`src/rtl/cmd_sequencer_if.sv`:
```
// Command push channel between a producer and the cmd_sequencer.
// The producer drives valid/op/args; the sequencer drives ready.
interface cmd_sequencer_if;
  logic       cmd_valid;
  logic       cmd_ready;
  logic [1:0] cmd_op;
  logic [7:0] cmd_arg0;
  logic [7:0] cmd_arg1;

  modport master (output cmd_valid, output cmd_op, output cmd_arg0, output cmd_arg1,
                  input  cmd_ready);
  modport slave  (input  cmd_valid, input  cmd_op, input  cmd_arg0, input  cmd_arg1,
                  output cmd_ready);
endinterface

```
`src/rtl/cmd_sequencer.sv`:
```
// cmd_sequencer: small command FIFO feeding an in-order executor that drives
// the a/b outputs. AAA loads a with a nibble sum, BBB loads b, WAIT stalls for
// N cycles and DONE halts the engine until the next reset.
module cmd_sequencer #(
  parameter int FIFO_DEPTH = 4,
  parameter int CNT_W      = 3
) (
  input  logic             clk,
  input  logic             rst_n,
  cmd_sequencer_if.slave   cmd,
  output logic [4:0]       a,
  output logic             b,
  output logic             busy,
  output logic             done,
  output logic [CNT_W-1:0] fifo_cnt
);

  localparam int PTR_W = $clog2(FIFO_DEPTH);

  localparam logic [1:0] OP_AAA  = 2'd0;
  localparam logic [1:0] OP_BBB  = 2'd1;
  localparam logic [1:0] OP_WAIT = 2'd2;
  localparam logic [1:0] OP_DONE = 2'd3;

  typedef enum logic [1:0] {RUN = 2'd0, STALL = 2'd1, HALT = 2'd2} state_t;

  state_t           state, state_nxt;
  logic [7:0]       wait_cnt, wait_nxt;
  logic [4:0]       a_nxt;
  logic             b_nxt, done_nxt, flush;
  logic [17:0]      mem [FIFO_DEPTH];
  logic [PTR_W-1:0] wr_ptr, rd_ptr;
  logic             push, pop;
  logic [17:0]      head;
  logic [1:0]       head_op;
  logic [7:0]       head_arg0, head_arg1;
  logic             unused_arg_bits;

  // ready comes only from registered state, never from the pop decision
  assign cmd.cmd_ready = (fifo_cnt != CNT_W'(FIFO_DEPTH)) && !done;
  assign push          = cmd.cmd_valid && cmd.cmd_ready;
  assign pop           = (state == RUN) && (fifo_cnt != {CNT_W{1'b0}});
  assign busy          = (fifo_cnt != {CNT_W{1'b0}}) || (state == STALL);

  assign head      = mem[rd_ptr];
  assign head_op   = head[17:16];
  assign head_arg0 = head[15:8];
  assign head_arg1 = head[7:0];
  // upper nibble of arg1 has no use in any command
  assign unused_arg_bits = ^head_arg1[7:4];

  // FIFO storage: write the incoming command at the write pointer
  always_ff @(posedge clk) begin
    if (push) begin
      mem[wr_ptr] <= {cmd.cmd_op, cmd.cmd_arg0, cmd.cmd_arg1};
    end
  end

  // Executor next-state and datapath decode
  always_comb begin
    state_nxt = state;
    wait_nxt  = wait_cnt;
    a_nxt     = a;
    b_nxt     = b;
    done_nxt  = done;
    flush     = 1'b0;
    case (state)
      RUN: begin
        if (pop) begin
          case (head_op)
            OP_AAA:  a_nxt = {1'b0, head_arg0[3:0]} + {1'b0, head_arg1[3:0]};
            OP_BBB:  b_nxt = head_arg0[0];
            OP_WAIT: begin
              if (head_arg0 != 8'd0) begin
                wait_nxt  = head_arg0 - 8'd1;
                state_nxt = STALL;
              end else begin
                state_nxt = RUN;
              end
            end
            OP_DONE: begin
              done_nxt  = 1'b1;
              flush     = 1'b1;
              state_nxt = HALT;
            end
            default: state_nxt = RUN;
          endcase
        end else begin
          state_nxt = RUN;
        end
      end
      STALL: begin
        if (wait_cnt == 8'd0) begin
          state_nxt = RUN;
        end else begin
          wait_nxt = wait_cnt - 8'd1;
        end
      end
      HALT:    state_nxt = HALT;
      default: state_nxt = RUN;
    endcase
  end

  // Executor state, wait counter and output registers
  always_ff @(posedge clk or negedge rst_n) begin
    if (!rst_n) begin
      state    <= RUN;
      wait_cnt <= 8'd0;
      a        <= 5'd0;
      b        <= 1'b0;
      done     <= 1'b0;
    end else begin
      state    <= state_nxt;
      wait_cnt <= wait_nxt;
      a        <= a_nxt;
      b        <= b_nxt;
      done     <= done_nxt;
    end
  end

  // FIFO pointers and occupancy; DONE empties the queue in the same edge
  always_ff @(posedge clk or negedge rst_n) begin
    if (!rst_n) begin
      wr_ptr   <= {PTR_W{1'b0}};
      rd_ptr   <= {PTR_W{1'b0}};
      fifo_cnt <= {CNT_W{1'b0}};
    end else begin
      if (push) begin
        wr_ptr <= wr_ptr + {{(PTR_W-1){1'b0}}, 1'b1};
      end else begin
        wr_ptr <= wr_ptr;
      end
      if (flush) begin
        rd_ptr   <= push ? (wr_ptr + {{(PTR_W-1){1'b0}}, 1'b1}) : wr_ptr;
        fifo_cnt <= {CNT_W{1'b0}};
      end else begin
        if (pop) begin
          rd_ptr <= rd_ptr + {{(PTR_W-1){1'b0}}, 1'b1};
        end else begin
          rd_ptr <= rd_ptr;
        end
        if (push && !pop) begin
          fifo_cnt <= fifo_cnt + {{(CNT_W-1){1'b0}}, 1'b1};
        end else if (pop && !push) begin
          fifo_cnt <= fifo_cnt - {{(CNT_W-1){1'b0}}, 1'b1};
        end else begin
          fifo_cnt <= fifo_cnt;
        end
      end
    end
  end

endmodule

```
`src/flat_wrapper.sv`:
```
// flat-port wrapper written by rule: the top's interface ports become plain ports
module cmd_sequencer_flat 
#(
  parameter int FIFO_DEPTH = 4,
  parameter int CNT_W      = 3
)
  (clk, rst_n, a, b, busy, done, fifo_cnt, cmd_cmd_valid, cmd_cmd_op, cmd_cmd_arg0, cmd_cmd_arg1, cmd_cmd_ready);
  cmd_sequencer_if cmd_i ();
  input  logic clk;
  input  logic rst_n;
  output logic [4:0] a;
  output logic b;
  output logic busy;
  output logic done;
  output logic [CNT_W-1:0] fifo_cnt;
  input wire logic [$bits(cmd_i.cmd_valid)-1:0] cmd_cmd_valid;
  input wire logic [$bits(cmd_i.cmd_op)-1:0] cmd_cmd_op;
  input wire logic [$bits(cmd_i.cmd_arg0)-1:0] cmd_cmd_arg0;
  input wire logic [$bits(cmd_i.cmd_arg1)-1:0] cmd_cmd_arg1;
  output wire logic [$bits(cmd_i.cmd_ready)-1:0] cmd_cmd_ready;
  assign cmd_i.cmd_valid = cmd_cmd_valid;
  assign cmd_i.cmd_op = cmd_cmd_op;
  assign cmd_i.cmd_arg0 = cmd_cmd_arg0;
  assign cmd_i.cmd_arg1 = cmd_cmd_arg1;
  assign cmd_cmd_ready = cmd_i.cmd_ready;
  cmd_sequencer #(.FIFO_DEPTH(FIFO_DEPTH), .CNT_W(CNT_W)) u_core (.clk(clk), .rst_n(rst_n), .cmd(cmd_i), .a(a), .b(b), .busy(busy), .done(done), .fifo_cnt(fifo_cnt));
endmodule
```
`config.mk`:
```
export PLATFORM = sky130hd
export DESIGN_NAME = cmd_sequencer_flat
export DESIGN_NICKNAME = d
export VERILOG_FILES = /design/src/rtl/cmd_sequencer_if.sv /design/src/rtl/cmd_sequencer.sv /design/src/flat_wrapper.sv
export SDC_FILE = /design/constraint.sdc
export NUM_CORES = 1
export LEC_CHECK = 0
export CORE_AREA = 2 2 110 112
export CTS_CLUSTER_DIAMETER = 120
export DETAILED_ROUTE_END_ITERATION = 10
export DIE_AREA = 0 0 112 114
export SYNTH_ARGS = -nofsm -noshare
export SYNTH_HDL_FRONTEND = slang
export SYNTH_SLANG_ARGS = --single-unit
```
`constraint.sdc`:
```
create_clock -name clk -period 3.4 [get_ports clk]
set_clock_uncertainty 0.15 [all_clocks]
set_input_delay 0.68 -clock clk [delete_from_list [all_inputs] [get_ports clk]]
set_output_delay 0.68 -clock clk [all_outputs]
set_load 0.01 [all_outputs]
```
==> summary.txt <==
Status: complete, no violations
Hold Fails Final Rpt: 0
Async set-reset flop share out of synthesis: 0.3000
Worst-path cell with the longest stage delay: dfrtp_1
DRC: 0
Avg Inst Size Synth: 14.98 sq um
Hold_buf cts: 0
RSZ-0062 raised after global routing: false
Port Buffers: 28
Tcrit/Tclk final: 0.8729
Commonest non-fill, non-tap cell in the layout: edfxtp_1
Crit-path max FO: 9
Clock Path Buffers: 2
Detailed Route WL: 7223 um
Yosys reg bits: 80
Synthesized area: 3731 sq um
Yosys top cell area share: 0.4507
Final std cells w/o fill: 444
IO Count: 33
Largest area contributor in the netlist: edfxtp_1
Leak pwr: 1.691 nW
TritonCTS clock tree: built
Post-route design area: 4526 sq um
Ant. Diodes: 0
Worst Path Required: 3.49 ns
Max VDD drop: 0.3132 mV
TNS Setup: 0 ns
Worst r2r src: u_core.rd_ptr[0]
Clk slew on worst S/H paths: 0.06 ns
Final setup fails: 0
TritonCTS buffer count: 9
Critical Path AT: 3.06 ns
Main area contributors after synthesis: edfxtp_1, dfrtp_1, mux4_2
Worst Tran Pin Value: 0.6897 ns
CP Capture Type: flop
Die width: 112 um
Fmax: 336.9 MHz
Dpl hpwl: 5093 um
Worst setup SP type: flop
Register area share after synthesis: 0.6117
Cells after Synth: 249
Violation count after the first detailed-route iteration: 94
Clk_lat worst skew: 0.34 ns
FILL cells: 1154
Placed insts: 428
Critical path class: reg -> reg
Antenna violations before repair: 0
Hold Startpoint: u_core.a[0]
Via Count: 2214
Pwr per Cell Area: 886.2 nW/um^2
Final max-slew violation count: 0
Max cap viols: 0
Routed WL per cell: 16.27 um
Crit-path cells: buf_4 -> buf_4 -> mux4_2 -> mux2_2 -> nor4_1 -> a31oi_1 -> o31ai_1
Placed inst area: 4229 sq um
# Post-CTS Setup Buffers: 0
Fin nets: 325
Type of the most critical hold path: reg -> reg
Die area: 12770 sq um
Slew HR: 0.5367
1st-pass router iterations: 6
EDFF count, synth: 56
Fin crit period: 2.968 ns
Crit path from: u_core.rd_ptr[0]
Yosys Warn Count: 0
Post-CTS Resized: 0
H-tree levels: 3
Synth cell types: 48
Total global-route track usage: 0.1229
Std-Cell Rows: 40
Die extent in y: 114 um
Clk sink count: 80
Global-route wire length before repair: 12050 um
Top_reg_cell synth: edfxtp_1
Share of layout cells above drive strength 1: 0.1751
Max incr delay on CP: 0.58 ns
Vias in the first global route: 2338
GRT overflow: 0
Routability Congestion: 0.7807
CORE AREA: 11710 sq um
Commonest non-fill, non-tap cells in the layout: edfxtp_1, clkdlybuf4s50_1, dfrtp_1, nor2_1, buf_4
Syn nets: 282
Via/cell ratio: 4.986
Syn-to-layout area delta: 21.29%
Most used cell, CP: buf_4
Largest net degree at the start of global routing: 25
CTS root buf: clkbuf_16
Post-route ant nets: 0
Initial Util: 0.3186
[worst paths after layout]
check,end,slack [ns],depth (start not counted)
max in group asynchronous,u_core.a[0],2.30,2
max,u_core.wait_cnt[6],0.43,7
min in group asynchronous,u_core.fifo_cnt[0],0.56,2
min,u_core.a[0],0.35,1
min reg2reg,u_core.a[0],0.35,1
max reg2reg,u_core.wait_cnt[6],0.43,7
[cells in the mapped netlist, drive strengths merged (4+ instances only)]
master  number
and2         5
nor3b        4
a21oi        7
buf          7
nor3         7
inv         14
nor4         4
mux2         8
dfrtp       24
mux4        15
a31oi        4
nor2        19
o21ai        7
nand2        7
mux2i        8
xnor2        5
edfxtp      56
ha          10
[cell families after synthesis]
kind of cell | synth area share
buffers and inverters | 0.03387
adders and majority gates | 0.04427
muxes | 0.1412
xor gates and xnor gates | 0.01878
AOI/OAI and AO/OA | 0.06237
and+or+nand+nor | 0.08786
DFF | 0.6117
[critical path, delay by kind of cell (launching register included)]
family | cells | cell delay [ns]
AO/OA/AOI/OAI | 2 | 0.44
buffers and inverters | 2 | 0.41
flip-flops | 1 | 0.58
multiplexers | 2 | 0.81
AND/OR/NAND/NOR | 1 | 0.47
[cell type report]
type                    count  area [sq um]  share of cell area
repair buffers             42         385.4             0.08515
clock inverters             7         71.32             0.01576
inverters                  14         55.05             0.01216
clock buffers               9         225.2             0.04977
multi-input cells         145          1323              0.2922
well taps                 147         183.9             0.04064
flip-flops and latches     80          2282              0.5043
[registers in the layout, indices dropped and copies added, names as in the netlist]
| register | flops |
|---|---|
| u_core.wait_cnt | 8 |
| u_core.rd_ptr | 2 |
| u_core.done | 1 |
| u_core.state | 2 |
| u_core.wr_ptr | 2 |
| u_core.a | 5 |
| u_core.mem | 56 |
| u_core.b | 1 |
| u_core.fifo_cnt | 3 |
[power breakdown]
part	internal (mW)	switching, mW
logic	0.848	0.844
clock network	0.568	0.377
registers	1.20	0.175
[per-stage QoR]
stage / worst slack [ns] / total power, mW / util / hold WS (ns)
finish: 0.4321 / 4.010 / 0.3864 / 0.3540
global route: 0.2156 / 4.312 / 0.3864 / 0.3806
CTS: 0.4492 / 4.062 / 0.3864 / 0.3635
detailed placement: 0.4314 / 3.103 / 0.3611 / 0.3498
global placement: 0.5187 / 3.054 / 0.3611 / 0.3444
floorplan: 0.8840 / 2.622 / - / 0.2344
[routing by layer]
metal,global-route usage,vias to the layer above,wire length (um)
met4,0.06667,0,192
li1,-,1035,-
met2,0.2077,39,3607
met3,0.02657,15,207
met5,0,-,0
met1,0.1478,1125,3214
(Power assumes the default switching activity.)
